**src/rtl/h_timing_gen_if.sv**
```systemverilog
// h_timing_gen_if
// Bundles the horizontal timing stage's run control and its outputs.
//   enable   : run; low freezes the timing stage
//   pix_en   : pixel-clock enable, one clk wide
//   h_value  : current pixel column
//   hsync    : horizontal sync
//   h_active : column lies in the visible region
//   v_enable : end-of-line strobe for the vertical counter
// master = whoever drives enable (controller / bench), slave = h_timing_gen.
interface h_timing_gen_if #(
  parameter int HW = 11
);
  logic          enable;
  logic          pix_en;
  logic [HW-1:0] h_value;
  logic          hsync;
  logic          h_active;
  logic          v_enable;

  modport master (
    output enable,
    input  pix_en, h_value, hsync, h_active, v_enable
  );

  modport slave (
    input  enable,
    output pix_en, h_value, hsync, h_active, v_enable
  );
endinterface

```
**src/rtl/h_timing_gen.sv**
```systemverilog
// h_timing_gen
// Horizontal timing stage of the VGA controller. Divides clk into a pixel
// enable, walks the pixel column across a full scan line and decodes hsync,
// the active-video flag and the one-cycle end-of-line strobe (v_enable)
// that steps the vertical counter.
// Ports:
//   clk  : system clock
//   rst  : asynchronous, active-high reset
//   tim  : h_timing_gen_if slave (enable in; pix_en, h_value, hsync,
//          h_active, v_enable out)
//
// state  | meaning
// -------+-----------------------------------------------
// ACTIVE | visible pixels, h 0..H_ACTIVE-1
// FRONT  | front porch
// SYNC   | sync pulse, hsync = SYNC_POL
// BACK   | back porch, up to MAX_H
module h_timing_gen #(
  parameter int MAX_H    = 799,
  parameter int H_ACTIVE = 640,
  parameter int H_FRONT  = 16,
  parameter int H_SYNC   = 96,
  parameter int H_BACK   = 48,
  parameter int CLK_DIV  = 2,
  parameter bit SYNC_POL = 1'b0
) (
  input  logic          clk,
  input  logic          rst,
  h_timing_gen_if.slave tim
);

  localparam int HW = $clog2(MAX_H) + 1;
  localparam int DW = (CLK_DIV > 1) ? $clog2(CLK_DIV) : 1;

  localparam logic [DW-1:0] DIV_LAST     = DW'(CLK_DIV - 1);
  localparam logic [HW-1:0] H_LAST       = HW'(MAX_H);
  localparam logic [HW-1:0] H_FRONT_BEG  = HW'(H_ACTIVE);
  localparam logic [HW-1:0] H_SYNC_BEG   = HW'(H_ACTIVE + H_FRONT);
  localparam logic [HW-1:0] H_BACK_BEG   = HW'(H_ACTIVE + H_FRONT + H_SYNC);

  if (H_ACTIVE + H_FRONT + H_SYNC + H_BACK != MAX_H + 1) begin : g_bad_line
    $fatal(1, "h_timing_gen: H_ACTIVE+H_FRONT+H_SYNC+H_BACK must equal MAX_H+1");
  end
  if (CLK_DIV < 1) begin : g_bad_div
    $fatal(1, "h_timing_gen: CLK_DIV must be >= 1");
  end

  typedef enum logic [1:0] {
    ST_ACTIVE = 2'd0,
    ST_FRONT  = 2'd1,
    ST_SYNC   = 2'd2,
    ST_BACK   = 2'd3
  } phase_e;

  logic [DW-1:0] div_q, div_d;
  logic [HW-1:0] h_q, h_d;
  phase_e        state_q, state_d;
  logic          pix_en;

  // rst is folded in so pix_en (and v_enable) drop the moment reset asserts,
  // which matters with CLK_DIV=1 where div_q==DIV_LAST holds even in reset.
  assign pix_en = tim.enable && !rst && (div_q == DIV_LAST);

  always_ff @(posedge clk or posedge rst) begin
    if (rst) begin
      div_q   <= '0;
      h_q     <= '0;
      state_q <= ST_ACTIVE;
    end else begin
      div_q   <= div_d;
      h_q     <= h_d;
      state_q <= state_d;
    end
  end

  always_comb begin
    div_d = div_q;
    if (tim.enable) begin
      div_d = (div_q == DIV_LAST) ? '0 : div_q + 1'b1;
    end
  end

  always_comb begin
    h_d = h_q;
    if (pix_en) begin
      h_d = (h_q == H_LAST) ? '0 : h_q + 1'b1;
    end
  end

  // Transitions look at the next column so the phase always matches h_q.
  always_comb begin
    state_d = state_q;
    if (pix_en) begin
      case (state_q)
        ST_ACTIVE: if (h_d == H_FRONT_BEG) state_d = ST_FRONT;
        ST_FRONT:  if (h_d == H_SYNC_BEG)  state_d = ST_SYNC;
        ST_SYNC:   if (h_d == H_BACK_BEG)  state_d = ST_BACK;
        ST_BACK:   if (h_d == '0)          state_d = ST_ACTIVE;
        default:                           state_d = ST_ACTIVE;
      endcase
    end
  end

  assign tim.pix_en   = pix_en;
  assign tim.h_value  = h_q;
  assign tim.h_active = (state_q == ST_ACTIVE);
  assign tim.hsync    = (state_q == ST_SYNC) ? SYNC_POL : !SYNC_POL;
  assign tim.v_enable = pix_en && (h_q == H_LAST);

endmodule
```
**src/flat_wrapper.sv**
```systemverilog
// flat-port wrapper written by rule: the top's interface ports become plain ports
module h_timing_gen_flat 
#(
  parameter int MAX_H    = 799,
  parameter int H_ACTIVE = 640,
  parameter int H_FRONT  = 16,
  parameter int H_SYNC   = 96,
  parameter int H_BACK   = 48,
  parameter int CLK_DIV  = 2,
  parameter bit SYNC_POL = 1'b0
)
  (clk, rst, tim_enable, tim_pix_en, tim_h_value, tim_hsync, tim_h_active, tim_v_enable);
  h_timing_gen_if tim_i ();
  input  logic clk;
  input  logic rst;
  input wire logic [$bits(tim_i.enable)-1:0] tim_enable;
  output wire logic [$bits(tim_i.pix_en)-1:0] tim_pix_en;
  output wire logic [$bits(tim_i.h_value)-1:0] tim_h_value;
  output wire logic [$bits(tim_i.hsync)-1:0] tim_hsync;
  output wire logic [$bits(tim_i.h_active)-1:0] tim_h_active;
  output wire logic [$bits(tim_i.v_enable)-1:0] tim_v_enable;
  assign tim_i.enable = tim_enable;
  assign tim_pix_en = tim_i.pix_en;
  assign tim_h_value = tim_i.h_value;
  assign tim_hsync = tim_i.hsync;
  assign tim_h_active = tim_i.h_active;
  assign tim_v_enable = tim_i.v_enable;
  h_timing_gen #(.MAX_H(MAX_H), .H_ACTIVE(H_ACTIVE), .H_FRONT(H_FRONT), .H_SYNC(H_SYNC), .H_BACK(H_BACK), .CLK_DIV(CLK_DIV), .SYNC_POL(SYNC_POL)) u_core (.clk(clk), .rst(rst), .tim(tim_i));
endmodule
```
**config.mk**
```make
export PLATFORM = sky130hd
export DESIGN_NAME = h_timing_gen_flat
export DESIGN_NICKNAME = d
export VERILOG_FILES = /design/src/rtl/h_timing_gen_if.sv /design/src/rtl/h_timing_gen.sv /design/src/flat_wrapper.sv
export SDC_FILE = /design/constraint.sdc
export NUM_CORES = 1
export LEC_CHECK = 0
export ABC_AREA = 0
export CAP_MARGIN = 20
export CORE_MARGIN = 5
export CORE_UTILIZATION = 55
export CTS_BUF_LIST = sky130_fd_sc_hd__clkbuf_4 sky130_fd_sc_hd__clkbuf_8 sky130_fd_sc_hd__clkbuf_16
export DETAILED_ROUTE_END_ITERATION = 16
export GPL_ROUTABILITY_DRIVEN = 0
export HOLD_SLACK_MARGIN = 0.1
export PLACE_DENSITY = 0.9
export SLEW_MARGIN = 10
export SYNTH_ARGS = -nofsm -noshare
export SYNTH_HDL_FRONTEND = slang
export SYNTH_SLANG_ARGS = --single-unit
export TNS_END_PERCENT = 1
```
**constraint.sdc**
```tcl
create_clock -name clk -period 6 [get_ports clk]
set_clock_uncertainty 0.1 [all_clocks]
set_input_delay 0.9 -clock clk [delete_from_list [all_inputs] [get_ports clk]]
set_output_delay 0.9 -clock clk [all_outputs]
set_load 0.02 [all_outputs]
```
Yosys cells after proc, flatten, opt, wreduce, memory -nomap -nowiden
Cells that the tools add are included.
{ "word_totals": {"ff_bits": 14, "in_bits": 3, "output_inout_bits": 15, "word_cells": 32} }
{ "op_classes": {"addsub": 2, "eq_ne": 11, "mux": 9, "reduce_logical": 7} }
{ "ops": {"columns": ["op", "count"], "rows": [
  ["$eq A11 B10 Y1 const B", 4],
  ["$mux W11", 2],
  ["$add A11 B1 Y11 const B", 1],
  ["$logic_not A11 Y1", 1],
  ["$mux W2", 4],
  ["$ne A2 B1 Y1 const B", 4],
  ["$pmux W2 S4", 1],
  ["$reduce_and A5 Y1", 1],
  ["$eq A2 B2 Y1 const B", 2],
  ["$logic_and A1 B1 Y1", 3],
  ["$eq A2 B1 Y1 const B", 1],
  ["$logic_not A2 Y1", 1],
  ["$mux W1", 2],
  ["$add A1 B1 Y1 const B", 1],
  ["$logic_not A1 Y1", 1]
]} }

Depth between registers and ports, before layout
{ "depth": {"word_depth": 7, "mapped_depth": 9, "ltp_nobuf": 9} }

Least setup slack after synthesis
Ideal clock, no wire load.
{ "synth_path": {"path_type": "input port to flip-flop", "start": "in rst", "end": "reg u_core.state_q[1]", "arrival_ns": 3.173, "setup_slack_ns": 2.599, "cell_stages": 9, "n_path_buf": 0, "path_cell_list": "nand3b_1 inv_1 nand3_1 nor2_2 a21oi_1 or3_1 o41ai_1 nand3_1 mux2_1"} }
{ "synth_via": {"elab_chain_len": 7} }
{ "synth_lines": {"columns": ["item", "line_no", "rtl"], "rows": [
  ["start: declaration", "flat_wrapper.sv:15", "input logic rst;"],
  ["$logic_not A1 Y1 (no source line) *", null, null],
  ["$logic_and A1 B1 Y1 * (2 in a row)", "h_timing_gen.sv:62", "assign pix_en = tim.enable && !rst && (div_q == DIV_LAST);"],
  ["net tim_pix_en", "flat_wrapper.sv:17", "output wire logic [$bits(tim_i.pix_en)-1:0] tim_pix_en;"],
  ["$mux W11", "h_timing_gen.sv:85", "if (pix_en) begin"],
  ["$eq A11 B10 Y1 (tied with other cells)", "h_timing_gen.sv:97", "ST_SYNC: if (h_d == H_BACK_BEG) state_d = ST_BACK;"],
  ["$ne A2 B1 Y1 (no source line)", null, null],
  ["$reduce_and A5 Y1 (no source line) *", null, null],
  ["end signal: assignment", "h_timing_gen.sv:72", "state_q <= state_d;"],
  ["end: declaration", "h_timing_gen.sv:57", "phase_e state_q, state_d;"]
]} }
Mark *: on every way through the listed nets, which the timed path passes. The rest lies on a longest branch.
A chain may end at the register's enable or synchronous reset.

Final worst setup path
{ "layout_path": {"start": "in rst", "end": "out tim_v_enable"} }
{ "layout_via": {"elab_chain_len": 4} }
{ "layout_lines": {"columns": ["item", "line_no", "rtl"], "rows": [
  ["$logic_not A1 Y1 (no source line)", null, null],
  ["$logic_and A1 B1 Y1 (2 in a row)", "h_timing_gen.sv:62", null],
  ["$logic_and A1 B1 Y1", "h_timing_gen.sv:108", "assign tim.v_enable = pix_en && (h_q == H_LAST);"],
  ["end: declaration", "flat_wrapper.sv:21", "output wire logic [$bits(tim_i.v_enable)-1:0] tim_v_enable;"]
]} }
No other way between the ends.

==> impl_metrics.ini <==
[finish]
diodes = 0
final_common_cell = clkdlybuf4s50_1
most-common-layout-cells = clkdlybuf4s50_1, dfrtp_1, inv_1
final_core_util = 0.699
drive_gt1_frac = 0.0775
fin_nets = 138
final_area_um2 = 1210
syn_to_final_growth_pct = 22.2

[hold_path]
hp-start = u_core.div_q
holdPathEnd = u_core.div_q
min_path_cells = 1
hp-class = register to register

[clock_tree]
root_buffer = clkbuf_4
cts_buffers = 3
cts.sinks = 14
cts.clk_slew.worst_paths_ns = 0.09
cts_tree = done
cts_setup_buffers = 0
holdBufCountCts = 0
clk_latency_ns = 0.28
htree_levels = 1
clockBufferDepth = 2
cts-resized-gates = 0

[critical_path]
critPathBufInv = 3
cp_slowest_cell = clkdlybuf4s50_1
r2r_cells = 9
startpoint_type = primary input
crit_arrival_ns = 3.08
path_delay_family = buffers and inverters
path_cells = clkdlybuf4s50_1 -> nand3b_1 -> inv_1 -> nand3_1 -> nor2_2 -> clkdlybuf4s50_1
rrSetupSlack_ns = 2.84
slowest_delay_ns = 0.65
cp_max_fo = 10
worstReg2RegStart = u_core.tim.h_value[1]
cp-end-kind = output pin
r2r-end = u_core.state_q[1]
cp_common_cell = clkdlybuf4s50_1
worstPathRequired_ns = 5.00
critical_path_class = primary input to output pin
cp.depth = 6

[power]
power_density_nw_per_um2 = 257
ir_worst_vdd_mv = 0.229
p_seq_frac = 0.444
comb_power_share = 0.332
leakagePower_nw = 0.514
pwr-share-clk = 0.224
switching_share = 0.374
switchingPower_uw = 116
p_int_uw = 194
totalPowerFinal_uw = 310

[die]
num_io_pins = 18
core_area_um2 = 1730
die-area_um2 = 2750
start_util = 0.572
rows = 15
die_y_um = 52.4
die_w_um = 52.4

[sta]
fin_crit_sh = 0.680
relSlewSlack = 0.633
rsz0062_at_grt = false
min_period_ns = 4.08
max_freq_ghz = 0.245
worstMarginPinSlew_ns = 0.550
tns_ns = 0
finalHoldViolCount = 0
setup_viol = 0
drv_slew = 0
layout_setup_ws_ns = 1.92

[synthesis]
syn_inst = 111
yosysSeqAreaShare = 0.354
synth_top_area_frac = 0.354
syn-num-nets = 119
netlist-cell-type-count = 41
yosys_warnings = 0
ys_ff_latch = 14
synth_area_leaders = dfrtp_1, ha_1, inv_1
synthArstFlopShare = 1.00
syn_avg_cell_area_um2 = 8.90
synth_flop_cell = dfrtp_1
synth_largest_area_cell = dfrtp_1
synth_edf_count = 0
syn-cell-area_um2 = 988

[place]
dp_hpwl_um = 1770
preCtsSetupSlack_ns = 1.96
port_buffers = 17
place_area_um2 = 1170

[routing]
ant_nets = 0
routedWlPerCell_um = 15.0
drc = 0
vias = 917
via_per_inst = 5.95
finalWirelength_um = 2300
firstDrtPassIters = 4
drt_iter0_drc = 32

[global_route]
grt_pass1_vias = 842
grt_max_degree = 15
grt_overflow_total = 0
antenna_found_initial = 0
grt_pass1_wl_um = 3920
grt_usage = 0.196

[flow_run]
maxCapViolations = 0

[status]
status = completed
==> cell families after synthesis <==
logic type,synth area share
and+or+nand+nor,0.267
AOI/OAI and AO/OA,0.163
buffers and inverters,0.0684
DFF,0.354
xor gates and xnor gates,0.0620
adders and majority gates,0.0633
muxes,0.0215
==> flip-flops by register name, indices dropped and copies added, names as in the netlist <==
register and count:
u_core.tim.h_value 11, u_core.state_q 2, u_core.div_q 1
==> cells in the mapped netlist, types with 2 or more instances <==
library cell	n
a22oi_1	2
nand3_1	7
o21ai_0	4
xnor2_1	4
a21oi_1	2
nor2_1	7
or2_1	2
o41ai_1	2
ha_1	5
or3_1	4
clkbuf_1	2
xor2_1	3
nor2b_1	2
inv_1	13
nor3_1	3
nand4_1	3
and3_1	3
nand2_1	7
dfrtp_1	14
==> power groups by stage <==
stage | Clock (mW) | Combinational [mW] | Sequential (mW)
after floorplan | 0 | 0.0546 | 0.144
after global placement | 0 | 0.100 | 0.138
after detailed placement | 0 | 0.103 | 0.139
after CTS | 0.0703 | 0.103 | 0.137
after global routing | 0.0753 | 0.113 | 0.142
final | 0.0695 | 0.103 | 0.138
==> routing by layer <==
layer	global-route usage	wire length, um	up-vias
met5	0	0	-
met4	0.0851	78	0
met3	0.0342	179	12
met2	0.316	1110	43
met1	0.253	932	427
li1	-	-	435
==> stage by stage <==
stage	std cells	hold slack, ns
6_report	154	0.426
5_1_grt	154	0.456
4_1_cts	154	0.424
3_5_place_dp	150	0.409
3_3_place_gp	150	0.402
2_1_floorplan	111	0.377
==> worst reg2reg max path: stages (launching register included) <==
cell     delay, ns
dfrtp_1       0.53
ha_1          0.28
nand4_1       0.21
o21ai_0       0.25
nand3_2       0.13
or3_1         0.40
or3_1         0.32
o41ai_1       0.35
nand3_1       0.15
mux2_1        0.34
==> worst max path at each step <==
stage | from | to | slack [ns]
finish | rst | tim_v_enable | 1.92
global route | tim_enable | tim_v_enable | 1.81
CTS | rst | tim_v_enable | 1.96
detailed placement | tim_enable | tim_v_enable | 1.96
global placement | tim_enable | tim_v_enable | 2.06
floorplan | rst | u_core.state_q[1] | 2.60
==> final cells by class <==
type / instances / area (um^2)
multi-input combinational: 81 / 571
fill: 137 / 519
sequential: 14 / 350
timing repair buffer: 17 / 170
inverter: 13 / 48.8
clock buffer: 4 / 36.3
tap: 25 / 31.3
No activity file was read; power rests on OpenSTA's default activity.
